$ cat config.mk
export PLATFORM = sky130hd
export DESIGN_NAME = k_symbol_scheduler
export DESIGN_NICKNAME = d
export VERILOG_FILES = /design/src/rtl/k_sym_pkg.sv /design/src/rtl/k_skp_timer.sv /design/src/rtl/k_symbol_scheduler.sv
export SDC_FILE = /design/constraint.sdc
export NUM_CORES = 1
export LEC_CHECK = 0
export BUFFER_PORTS_ARGS = -buffer_cell sky130_fd_sc_hd__clkbuf_2
export CAP_MARGIN = 10
export CELL_PAD_IN_SITES_DETAIL_PLACEMENT = 0
export CELL_PAD_IN_SITES_GLOBAL_PLACEMENT = 2
export CORE_MARGIN = 8
export CORE_UTILIZATION = 29
export DETAILED_ROUTE_END_ITERATION = 8
export GPL_ROUTABILITY_DRIVEN = 0
export GPL_TIMING_DRIVEN = 0
export PLACE_DENSITY = 0.72
export SETUP_SLACK_MARGIN = 0.1
export SLEW_MARGIN = 30
export SYNTH_ARGS = -nofsm -noshare
export SYNTH_HDL_FRONTEND = slang
export SYNTH_SLANG_ARGS = --single-unit
$ cat constraint.sdc
create_clock -name clk -period 1.9 [get_ports clk]
set_input_delay 0.38 -clock clk [delete_from_list [all_inputs] [get_ports clk]]
set_output_delay 0.38 -clock clk [all_outputs]
set_load 0.02 [all_outputs]
$ cat src/rtl/k_sym_pkg.sv
// Shared types and 8b/10b control-code constants for the K-symbol scheduler.
package k_sym_pkg;

   typedef enum logic [2:0] {
      ST_OFF,
      ST_ALIGN,
      ST_IDLE,
      ST_SKP,
      ST_SOF,
      ST_DATA,
      ST_EOF
   } state_t;

   localparam logic [7:0] K28_0 = 8'h1C;  // SKP
   localparam logic [7:0] K28_3 = 8'h7C;  // SOF
   localparam logic [7:0] K28_4 = 8'h9C;  // EOF
   localparam logic [7:0] K28_5 = 8'hBC;  // comma / idle
   localparam logic [7:0] K28_7 = 8'hFC;  // FILL

   function automatic int max2(input int a, input int b);
      return (a > b) ? a : b;
   endfunction

endpackage

$ cat src/rtl/k_skp_timer.sv
// Clock-compensation timer: counts link-up symbols and raises a sticky SKP request
// every SKP_INTERVAL symbols until the scheduler serves it.
module k_skp_timer #(
   parameter int SKP_INTERVAL = 1024
) (
   input  logic clk,
   input  logic rst_n,
   input  logic count,
   input  logic clear,
   input  logic served,
   output logic pending
);

   localparam int CW = $clog2(SKP_INTERVAL);

   logic [CW-1:0] skp_cnt;
   logic          wrap;

   assign wrap = count && (skp_cnt == CW'(SKP_INTERVAL - 1));

   // NOTE: reset is synchronous here, so it sits inside the clocked branch rather than
   // in the sensitivity list; all state uses non-blocking assignment.
   always_ff @(posedge clk) begin
      if (!rst_n || clear) begin
         skp_cnt <= '0;
         pending <= 1'b0;
      end else begin
         if (wrap)
            skp_cnt <= '0;
         else if (count)
            skp_cnt <= skp_cnt + CW'(1);

         // A wrap while already pending simply keeps the request; requests never queue.
         if (wrap)
            pending <= 1'b1;
         else if (served)
            pending <= 1'b0;
      end
   end

endmodule

$ cat src/rtl/k_symbol_scheduler.sv
// Picks the next symbol each cycle (frame byte or control code), drives the encoder
// strobes and owns the shared running-disparity register.
module k_symbol_scheduler
   import k_sym_pkg::*;
#(
   parameter int ALIGN_LEN    = 16,
   parameter int SKP_INTERVAL = 1024,
   parameter int SKP_LEN      = 2
) (
   input  logic       clk,
   input  logic       rst_n,
   input  logic       tx_en,
   input  logic       force_align,
   input  logic       s_valid,
   input  logic [7:0] s_data,
   input  logic       s_last,
   output logic       s_ready,
   output logic [7:0] sym_data,
   output logic       sym_k,
   output logic       sym_k_r,
   output logic       sym_dv,
   input  logic       enc_rd_in,
   input  logic       enc_rd_vld,
   output logic       rd_out,
   output logic       link_up
);

   localparam int BW = $clog2(max2(ALIGN_LEN, SKP_LEN) + 1);

   state_t        state_q, state_d;
   logic [BW-1:0] burst_cnt;
   logic          align_req;
   logic          skp_pending;
   logic          rd_q;
   logic [7:0]    sym_data_d;
   logic          sym_k_d;
   logic          sym_dv_d;

   assign s_ready = (state_q == ST_DATA);
   assign link_up = (state_q == ST_IDLE) || (state_q == ST_SOF) || (state_q == ST_DATA) ||
                    (state_q == ST_EOF)  || (state_q == ST_SKP);
   assign rd_out  = enc_rd_vld ? enc_rd_in : rd_q;

   k_skp_timer #(
      .SKP_INTERVAL(SKP_INTERVAL)
   ) u_skp_timer (
      .clk    (clk),
      .rst_n  (rst_n),
      .count  (link_up),
      .clear  (state_q == ST_ALIGN),
      .served (state_q == ST_SKP),
      .pending(skp_pending)
   );

   // NOTE: every signal driven here gets a default first, so no path can infer a latch.
   always_comb begin
      state_d    = state_q;
      sym_data_d = '0;
      sym_k_d    = 1'b0;
      sym_dv_d   = 1'b0;
      unique case (state_q)
         ST_OFF: begin
            if (tx_en) state_d = ST_ALIGN;
         end
         ST_ALIGN: begin
            sym_data_d = K28_5;
            sym_k_d    = 1'b1;
            if (burst_cnt == BW'(ALIGN_LEN - 1)) state_d = ST_IDLE;
         end
         ST_IDLE: begin
            sym_data_d = K28_5;
            sym_k_d    = 1'b1;
            if (align_req)        state_d = ST_ALIGN;
            else if (skp_pending) state_d = ST_SKP;
            else if (s_valid)     state_d = ST_SOF;
         end
         ST_SKP: begin
            sym_data_d = K28_0;
            sym_k_d    = 1'b1;
            if (burst_cnt == BW'(SKP_LEN - 1)) state_d = ST_IDLE;
         end
         ST_SOF: begin
            sym_data_d = K28_3;
            sym_k_d    = 1'b1;
            state_d    = ST_DATA;
         end
         ST_DATA: begin
            if (s_valid) begin
               sym_data_d = s_data;
               sym_dv_d   = 1'b1;
               if (s_last) state_d = ST_EOF;
            end else begin
               // Underrun: pad with FILL and keep the frame open.
               sym_data_d = K28_7;
               sym_k_d    = 1'b1;
            end
         end
         ST_EOF: begin
            sym_data_d = K28_4;
            sym_k_d    = 1'b1;
            state_d    = ST_IDLE;
         end
         default: state_d = ST_OFF;
      endcase
      if (!tx_en) state_d = ST_OFF;
   end

   always_ff @(posedge clk) begin
      if (!rst_n) begin
         state_q   <= ST_OFF;
         burst_cnt <= '0;
         align_req <= 1'b0;
         rd_q      <= 1'b0;
         sym_data  <= '0;
         sym_k     <= 1'b0;
         sym_k_r   <= 1'b0;
         sym_dv    <= 1'b0;
      end else begin
         state_q <= state_d;

         // Burst length restarts on every state change and only advances in ALIGN/SKP.
         if (state_d != state_q)
            burst_cnt <= '0;
         else if (state_q == ST_ALIGN || state_q == ST_SKP)
            burst_cnt <= burst_cnt + BW'(1);

         if (force_align)
            align_req <= 1'b1;
         else if (state_q == ST_ALIGN)
            align_req <= 1'b0;

         rd_q     <= rd_out;
         sym_data <= sym_data_d;
         sym_k    <= sym_k_d;
         sym_k_r  <= sym_k;
         sym_dv   <= sym_dv_d;
      end
   end

endmodule

==> results.json, run 1 <==
{
  "outcome": "finished clean",
  "vias_per_cell": 4.78,
  "first_pass_iters": 4,
  "slew_headroom_pct": 62.7,
  "start_kind": "flop",
  "yosys.area_share.simple_pct": 25.3,
  "worstHoldStart": "s_data[1]",
  "cp.required_ps": 2050,
  "cts_root_buf": "clkbuf_8",
  "initial_utilization_pct": 30.1,
  "die-area_um2": 7890,
  "die_x_um": 88.8,
  "cts_buffers": 5,
  "hold-path-endpoint": "sym_data[1]$_SDFF_PN0_",
  "dp_hpwl_um": 2870,
  "cts_num_sinks": 32,
  "vias": 1357,
  "ys_async_sr_fraction_pct": 0,
  "max-cap-violations": 0,
  "finalHoldViolCount": 0,
  "drt.antenna.violating_nets": 0,
  "synth-seq-cells": 32,
  "syn_area_um2": 1540,
  "synth.area.mux_share_pct": 1.38,
  "detail_route.drc_violations": 0,
  "fin_crit_ps": 1850,
  "worstReg2RegEnd": "burst_cnt[3]$_SDFFE_PP0P_",
  "holdWs_ps": 291,
  "synthAdderAreaFrac_pct": 3.25,
  "io_pins": 30,
  "rr_worst_depth": 6,
  "fmax_mhz": 540,
  "endpoint_kind": "flop",
  "worstPathArrival_ps": 2000,
  "setup_viol": 0,
  "clock_latency_ps": 290,
  "ctsHoldBuffers": 0,
  "synthDistinctLibCells": 41,
  "first_global_vias": 1370,
  "io_buffers": 28,
  "min_path_cells": 2,
  "rsz0062_at_grt": "yes",
  "htreeDepth": 2,
  "p_leak_nw": 0.787,
  "core_area_um2": 5110,
  "hold_class": "input port to flop",
  "fin_skew_ps": 7.20,
  "worst-setup-path-type": "flop to flop",
  "cts_tree": "done",
  "antenna_found_initial": 0,
  "worst_pin_slew_ps": 555,
  "synth_cells": 176,
  "row_count": 26,
  "wl_per_cell_um": 13.5,
  "syn_area_per_cell_um2": 8.74,
  "tns_ps": 0,
  "synth_xor_area_share_pct": 6.26,
  "drt-initial-drc-count": 43,
  "cts.clk_slew.worst_paths_ps": 70,
  "ys.flop_type": "dfxtp_1",
  "grt_pass1_wl_um": 6270,
  "finalMaxSlewViolations": 0,
  "nNetsFinal": 233,
  "clockBufferDepth": 2,
  "die_y_um": 88.8,
  "grt_remaining_overflow": 0,
  "grt_max_degree": 12,
  "antenna_cells": 0,
  "worstPathMaxFanout": 5,
  "syn_to_final_growth_pct": 29.0,
  "yosysSeqAreaShare_pct": 41.6,
  "nFillCells": 539,
  "syn_nets": 196,
  "yosys_warnings": 0,
  "synth_edf_count": 0,
  "grt_use_total_pct": 10.3,
  "rrSetupSlack_ps": 50,
  "power_density_nw_per_um2": 727,
  "r2r_start": "burst_cnt[1]$_SDFFE_PP0P_",
  "peakVddDrop_uv": 280,
  "drive_gt1_share_pct": 29.0,
  "finalCritPeriodShare_pct": 97.6,
  "synth_compound_area_share_pct": 17.8,
  "wirelength_um": 3840,
  "synth_top_family_by_area": "simple AND/OR/NAND/NOR gates"
}
area by class of cell:
cell class / instances / area (um2) / area share (%)
buffer: 9 / 66.3 / 3.34
clock buffer: 5 / 68.8 / 3.47
clock inverter: 3 / 42.5 / 2.14
inverter: 7 / 26.3 / 1.32
multi-input combinational: 127 / 882 / 44.4
sequential: 32 / 649 / 32.7
tap: 70 / 87.6 / 4.41
timing repair buffer: 31 / 163 / 8.19
layer usage:
layer / global-route usage (%) / share of wire, %
met4: 4.61 / 1.5
met1: 11.5 / 44
met2: 17.0 / 49
met3: 3.62 / 5.9
met5: 0 / 0
synthesized netlist by cell type (6+ instances only):
library cell / n / area share, %
a21oi_1: 10 / 3.3
and2_1: 7 / 2.8
dfxtp_1: 32 / 42
inv_1: 7 / 1.7
nand2_1: 12 / 2.9
nor2_1: 19 / 4.6
nor4_1: 6 / 2.4
o21ai_0: 6 / 2.0
xnor2_1: 7 / 4.0
cells in the final DEF (no fill, tap or decap), types with 2 or more instances in the layout:
cell / instances
dfxtp_1: 29
nor2_1: 17
a21oi_1: 10
buf_4: 4
and3_1: 2
o21ai_0: 6
nor2b_1: 4
o21bai_1: 2
nor3_1: 2
and2_1: 7
dfxtp_4: 2
nor4_1: 5
clkbuf_8: 6
xnor2_1: 7
clkbuf_2: 28
a21boi_0: 5
o21a_1: 5
inv_1: 6
xor2_1: 4
nand2b_1: 2
ha_1: 3
nand3_1: 5
nand4_1: 4
nand2_1: 11
o211a_1: 2
clkbuf_4: 3
clkbuf_1: 2
worst max-delay path, cell delays in order, from the launching register on:
cell and delay [ps]:
dfxtp_4 360, inv_2 40, ha_1 110, or4b_4 460
a32o_2 270, a221oi_4 370, nor4_1 110
how the worst max path moves through the flow:
stage / from / endpoint
3_3_place_gp: burst_cnt[0]$_SDFFE_PP0P_ / burst_cnt[4]$_SDFFE_PP0P_
4_1_cts: burst_cnt[0]$_SDFFE_PP0P_ / burst_cnt[3]$_SDFFE_PP0P_
2_1_floorplan: burst_cnt[0]$_SDFFE_PP0P_ / burst_cnt[0]$_SDFFE_PP0P_
5_1_grt: burst_cnt[0]$_SDFFE_PP0P_ / burst_cnt[2]$_SDFFE_PP0P_
6_report: burst_cnt[1]$_SDFFE_PP0P_ / burst_cnt[3]$_SDFFE_PP0P_
3_5_place_dp: burst_cnt[0]$_SDFFE_PP0P_ / burst_cnt[4]$_SDFFE_PP0P_
per-stage QoR:
step / total power (W) / worst slack, ps / area, um2 / instances / util [%]
global route: 0.00151 / -76.6 / 1990 / 284 / 38.9
finish: 0.00144 / 46.5 / 1990 / 284 / 38.9
CTS: 0.00146 / 35.9 / 1960 / 284 / 38.4
detailed placement: 0.000808 / -171 / 1770 / 274 / 34.7
floorplan: 0.000769 / 109 / 1550 / 176 / -
global placement: 0.000806 / -99.1 / 1770 / 274 / 34.7
what timing repair did:
item	4_1_cts	5_1_grt
hold endpoints to repair	0	0
endpoints found under the setup margin	7	18
setup buffers	2	1
pin swaps	8	0
gates resized for setup	21	9
registers in the layout (all words and copies together), names as in the netlist:
name,count
sym_data,8
sym_dv,1
u_skp_timer.pending,1
sym_k,1
sym_k_r,1
u_skp_timer.skp_cnt,10
align_req,1
state_q,3
burst_cnt,5
rd_q,1
power by group:
part / switching, W / internal (W)
Sequential: 0.00000598 / 0.000679
Clock: 0.000263 / 0.000388
Combinational: 0.0000621 / 0.0000450
cell families after synthesis:
group                    after synthesis
AO/OA/AOI/OAI                         38
XOR/XNOR                              11
adder cells (fa/ha/maj)                4
buffers and inverters                 17
flip-flops                            32
multiplexers                           2
AND/OR/NAND/NOR                       72
Note: power is estimated with default switching activity, not from simulation.
==> run 2, diff against run 1 <==
==> constraint.sdc (replaced) <==
create_clock -name clk -period 1.9 [get_ports clk]
set_input_delay 0.38 -clock clk [delete_from_list [all_inputs] [get_ports clk]]
set_output_delay 0.38 -clock clk [all_outputs]
set_load 0.005 [all_outputs]
==> run 2 against run 1 <==
Effect of this change:
- via count about the same
- core utilization down 0.22 points
- non-clock buffer count unchanged
- critical path depth unchanged
- clock power about the same
- clock skew down 1.5 ps
- wire length up 0.39%
- final area down 0.57%
- die area unchanged
- power down 0.55%
- sequential cell count unchanged
- largest power group unchanged
==> results.json, run 2 (synthesized netlist as in run 1, its figures left out) <==
{
  "outcome": "finished clean",
  "largest_registers": "u_skp_timer.skp_cnt: 10 flops, sym_data: 8 flops, burst_cnt: 5 flops",
  "die_x_um": 88.8,
  "vias_per_cell": 4.77,
  "drive_gt1_share_pct": 29.0,
  "finalHoldViolCount": 0,
  "clockBufferDepth": 2,
  "ctsHoldBuffers": 0,
  "htreeDepth": 2,
  "cts_tree": "done",
  "wl_per_cell_um": 13.6,
  "vias": 1356,
  "endpoint_kind": "flop",
  "worstPathArrival_ps": 2000,
  "wirelength_um": 3850,
  "io_pins": 30,
  "worst-setup-path-type": "flop to flop",
  "fin_crit_ps": 1850,
  "start_kind": "flop",
  "cp.required_ps": 2050,
  "io_buffers": 28,
  "row_count": 26,
  "die_y_um": 88.8,
  "antenna_cells": 0,
  "worstPathMaxFanout": 5,
  "detail_route.drc_violations": 0,
  "rsz0062_at_grt": "yes",
  "first_pass_iters": 4,
  "grt_use_total_pct": 10.3,
  "seq_area_um2": 648,
  "layout_commonest_cell": "dfxtp_1",
  "largest_reg_flops": 10,
  "max-cap-violations": 0,
  "finalCritPeriodShare_pct": 97.5,
  "nNetsFinal": 233,
  "cts.clk_slew.worst_paths_ps": 70,
  "drt.antenna.violating_nets": 0,
  "power_density_nw_per_um2": 727,
  "syn_to_final_growth_pct": 28.3,
  "die-area_um2": 7890,
  "fmax_mhz": 540,
  "nFillCells": 537,
  "first_global_vias": 1373,
  "antenna_found_initial": 0,
  "cts_num_sinks": 32,
  "finalMaxSlewViolations": 0,
  "setup_viol": 0,
  "clock_latency_ps": 290,
  "dp_hpwl_um": 2870,
  "final_cell_mix": "30 x dfxtp_1, 28 x clkbuf_2, 17 x nor2_1",
  "p_leak_nw": 0.784,
  "drt-initial-drc-count": 41,
  "fin_util_pct": 38.7,
  "core_area_um2": 5110,
  "slew_headroom_pct": 63.0,
  "initial_utilization_pct": 30.1,
  "grt_max_degree": 12,
  "cts_buffers": 5,
  "holdWs_ps": 292,
  "cts_root_buf": "clkbuf_8",
  "grt_remaining_overflow": 0,
  "multi_input_area_um2": 887,
  "fin_skew_ps": 5.70,
  "grt_pass1_wl_um": 6270,
  "worst_pin_slew_ps": 550,
  "hold_class": "input port to flop",
  "largest_register": "u_skp_timer.skp_cnt",
  "peakVddDrop_uv": 282
}
-- run 2: cell count changes in the layout (fill, tap and decap cells not counted) --
cell / before / now
nor3_2: 0 / 1
buf_2: 0 / 2
dfxtp_2: 1 / 0
nor3_1: 2 / 1
buf_6: 1 / 0
clkbuf_8: 6 / 5
dfxtp_1: 29 / 30
-- run 2: timing repair --
item,CTS,global route
buffers inserted,2,1
setup endpoints to repair,7,18
pin swaps,8,0
gates resized for setup,19,7
-- run 2: critical path, cell delays in order (launching register included) --
cell and delay, ps:
dfxtp_4 360, inv_2 40, ha_1 110, or4b_4 460, a32o_2 270, a221oi_4 370, nor4_1 110
-- run 2: path summary, 6_finish.rpt --
| path | startpoint | endpoint | slack (ps) | cells after the start |
|---|---|---|---|---|
| max | burst_cnt[1]$_SDFFE_PP0P_ | burst_cnt[3]$_SDFFE_PP0P_ | 50 | 6 |
| min | s_data[1] | sym_data[1]$_SDFF_PN0_ | 290 | 2 |
| max reg2reg | burst_cnt[1]$_SDFFE_PP0P_ | burst_cnt[3]$_SDFFE_PP0P_ | 50 | 6 |
| min reg2reg | sym_k$_SDFF_PN0_ | sym_k_r$_SDFF_PN0_ | 470 | 1 |
-- run 2: stage by stage --
step,total power (W),TNS [ps],worst slack (ps),area [um2],cells
floorplan,0.000760,0,109,1550,176
global placement,0.000798,-487,-99.1,1770,274
detailed placement,0.000799,-657,-171,1770,274
CTS,0.00145,0,35.9,1950,284
global route,0.00150,-298,-78.5,1970,284
finish,0.00143,0,47.1,1970,284
-- run 2: final cells by class --
type,instances,area share (%)
inverter,7,1.33
clock inverter,3,2.15
clock buffer,5,3.49
tap,70,4.44
multi-input combinational,127,44.9
sequential,32,32.8
timing repair buffer,31,8.24
buffer,9,2.60
-- run 2: report_power, final --
group | switching, W | internal (W) | total, W
sequential | 0.00000594 | 0.000679 | 0.000685
combinational | 0.0000540 | 0.0000444 | 0.0000984
clock | 0.000264 | 0.000388 | 0.000652
-- run 2: per-layer routing --
layer	vias to the layer above	part of all wire, %	global-route usage (%)
li1	690	-	-
met2	24	48	17.0
met1	635	45	11.6
met5	-	0	0
met3	7	6.2	3.62
met4	0	1.6	4.61
==> run 3, diff against run 2 <==
ABC_AREA = 1   (was unset)
CORE_UTILIZATION = 27   (was 29)
==> run 3 against run 2 <==
Effect of this change:
- non-clock buffer count shrank 7
- wire length shrank 8.6%
- first-iteration DRC count shrank 7.3%
- sequential cell count is the same
- critical endpoint is now burst_cnt[2]$_SDFFE_PP0P_
==> results.json, run 3 <==
{
  "outcome": "finished clean",
  "pre_cts_ws_ps": 61.8,
  "syn_to_final_growth_pct": 25.7,
  "worstHoldStart": "force_align",
  "cts_buffers": 5,
  "finalHoldViolCount": 0,
  "cp-startpoint": "burst_cnt[0]$_SDFFE_PP0P_",
  "htreeDepth": 2,
  "finalMaxSlewViolations": 0,
  "worstReg2RegEnd": "burst_cnt[2]$_SDFFE_PP0P_",
  "yosys_warnings": 0,
  "clock_latency_ps": 270,
  "final_area_um2": 1930,
  "p_leak_nw": 0.866,
  "rr_worst_depth": 14,
  "synth_common_cells": "45 x nand2_1, 32 x dfxtp_1, 28 x nor2_1, 22 x inv_1, 10 x nand3_1",
  "synth_edf_count": 0,
  "worst_slack_ps": 210,
  "p_comb_share_pct": 6.8,
  "stdcell_count": 320,
  "fmax_mhz": 592,
  "endpoint_kind": "flop",
  "ctsHoldBuffers": 0,
  "crit_buf_inv": 2,
  "cpLargestDelayFamily": "simple AND/OR/NAND/NOR gates",
  "crit_path_cell_trace": "ha_4 -> inv_2 -> nor3_2 -> ha_2 -> inv_2 -> nand3_2 -> nand2_2 -> nor2_2 -> nand2_1 -> nand2_1 -> nand2_1 -> nor2_1 -> nand2_2 -> nor2_2",
  "hold_class": "input port to flop",
  "largest_registers": "u_skp_timer.skp_cnt: 10 flops, sym_data: 8 flops, burst_cnt: 5 flops",
  "drt.antenna.violating_nets": 0,
  "vias": 1348,
  "initial_utilization_pct": 27.8,
  "ys_top_cells_by_area": "dfxtp_1 42%, nand2_1 11%, nor2_1 6.9%",
  "min_path_cells": 3,
  "cts_tree": "done",
  "fin_skew_ps": 3.67,
  "worst_pin_slew_ps": 332,
  "antenna_found_initial": 0,
  "tns_ps": 0,
  "grt_pass1_wl_um": 6090,
  "r2r_start": "burst_cnt[0]$_SDFFE_PP0P_",
  "detail_route.drc_violations": 0,
  "first_pass_iters": 4,
  "synth_cells": 209,
  "crit_slowest_cell": "dfxtp_4",
  "grt_max_degree": 11,
  "cts.clk_slew.worst_paths_ps": 70,
  "fin_util_pct": 35.0,
  "worstPathMaxFanout": 5,
  "grt_remaining_overflow": 0,
  "syn_area_per_cell_um2": 7.33,
  "io_buffers": 29,
  "worst-setup-path-type": "flop to flop",
  "critPathMaxStageDelay_ps": 370,
  "start_kind": "flop",
  "layout_commonest_cell": "nand2_1",
  "dpl.cell_count": 310,
  "cts_num_sinks": 32,
  "final_cell_mix": "44 x nand2_1, 29 x dfxtp_1, 29 x clkbuf_2",
  "cts_root_buf": "clkbuf_8",
  "synth_top_area_share_pct": 41.8,
  "p_sw_w": 0.000309,
  "setup_viol": 0,
  "peakVddDrop_uv": 424,
  "vias_per_cell": 4.21,
  "worstPathArrival_ps": 1900,
  "die_x_um": 91.3,
  "drt-initial-drc-count": 38,
  "finalCritPeriodShare_pct": 88.9,
  "nFillCells": 606,
  "wl_per_cell_um": 11.0,
  "nNetsFinal": 267,
  "rsz0062_at_grt": "yes",
  "detailed_place.area_um2": 1770,
  "swShare_pct": 21.8,
  "ys.flop_type": "dfxtp_1",
  "yosysSeqAreaShare_pct": 41.8,
  "slew_headroom_pct": 77.7,
  "yosys.area.top_type": "dfxtp_1",
  "yosysMostFrequentCell": "nand2_1",
  "pwr-share-clk_pct": 44.7,
  "synthDistinctLibCells": 31,
  "io_pins": 30,
  "row_count": 27,
  "p_int_w": 0.00111,
  "pwr-share-seq_pct": 48.5,
  "fin_crit_ps": 1690,
  "power_density_nw_per_um2": 735,
  "clockBufferDepth": 2,
  "drive_gt1_share_pct": 29.8,
  "largest_register": "u_skp_timer.skp_cnt",
  "cpMostUsedCell": "nand2_1",
  "ys_async_sr_fraction_pct": 0,
  "die_y_um": 91.3,
  "grt_use_total_pct": 9.07,
  "dp_hpwl_um": 2730,
  "cp.required_ps": 2110,
  "syn_area_um2": 1530,
  "synth-seq-cells": 32,
  "core_area_um2": 5510,
  "largest_reg_flops": 10,
  "max-cap-violations": 0,
  "die-area_um2": 8340,
  "rrSetupSlack_ps": 210,
  "syn_nets": 229,
  "hold-path-endpoint": "align_req$_SDFFE_PN0P_",
  "antenna_cells": 0,
  "first_global_vias": 1347,
  "wirelength_um": 3520
}
[run 3: worst max-delay path by stage]
stage / endpoint / cells after the start
2_1_floorplan: burst_cnt[0]$_SDFFE_PP0P_ / 14
3_3_place_gp: burst_cnt[2]$_SDFFE_PP0P_ / 14
3_5_place_dp: burst_cnt[4]$_SDFFE_PP0P_ / 14
4_1_cts: burst_cnt[1]$_SDFFE_PP0P_ / 14
5_1_grt: burst_cnt[2]$_SDFFE_PP0P_ / 14
6_report: burst_cnt[2]$_SDFFE_PP0P_ / 14
[run 3: through the flow]
step	hold slack, ps	power, W
floorplan	430	0.000757
global placement	435	0.000801
detailed placement	437	0.000801
CTS	289	0.00145
global route	322	0.00149
finish	304	0.00142
[run 3: cell type report]
cell class | instances | area, um2 | share of cell area [%]
repair buffers | 31 | 160 | 8.32
clock buffers | 6 | 72.6 | 3.77
multi-input cells | 145 | 785 | 40.7
inverters | 30 | 115 | 5.98
well taps | 72 | 90.1 | 4.68
flip-flops and latches | 32 | 649 | 33.7
clock inverters | 2 | 35.0 | 1.82
plain buffers | 2 | 18.8 | 0.975
[run 3: kinds of logic (layout without fill, tap and decap cells)]
| family | count (synthesis) | after routing | share of synthesized area, % |
|---|---|---|---|
| AOI/OAI and AO/OA | 20 | 20 | 7.03 |
| xor gates and xnor gates | 7 | 7 | 4.00 |
| adders and majority gates | 4 | 4 | 3.27 |
| buffers and inverters | 32 | 71 | 8.74 |
| DFF | 32 | 32 | 41.8 |
| and+or+nand+nor | 114 | 114 | 35.1 |
[run 3: timing repair]
action | in CTS | in global routing
endpoints found under the hold margin | 0 | 0
resized for setup | 3 | 10
endpoints found under the setup margin | 5 | 5
pin swaps | 1 | 3
setup buffers | 0 | 2
[run 3: power by group through the flow]
| stage | sequential (W) | combinational [W] | clock [W] |
|---|---|---|---|
| after floorplan | 0.000703 | 0.0000545 | 0 |
| after global placement | 0.000703 | 0.0000989 | 0 |
| after detailed placement | 0.000703 | 0.0000981 | 0 |
| after CTS | 0.000687 | 0.0000984 | 0.000666 |
| after global routing | 0.000686 | 0.000112 | 0.000695 |
| final | 0.000686 | 0.0000969 | 0.000633 |
[run 3: tightest hold or removal path: stages]
cell and delay [ps]:
clkbuf_2 80, nand2_1 30, o21ai_0 50
[run 3: routing by layer]
layer,up-vias,wire length (um),track usage [%]
li1,728,-,-
met1,601,1630,10.8
met2,17,1700,14.8
met3,2,157,2.88
met4,0,34,3.68
met5,-,0,0
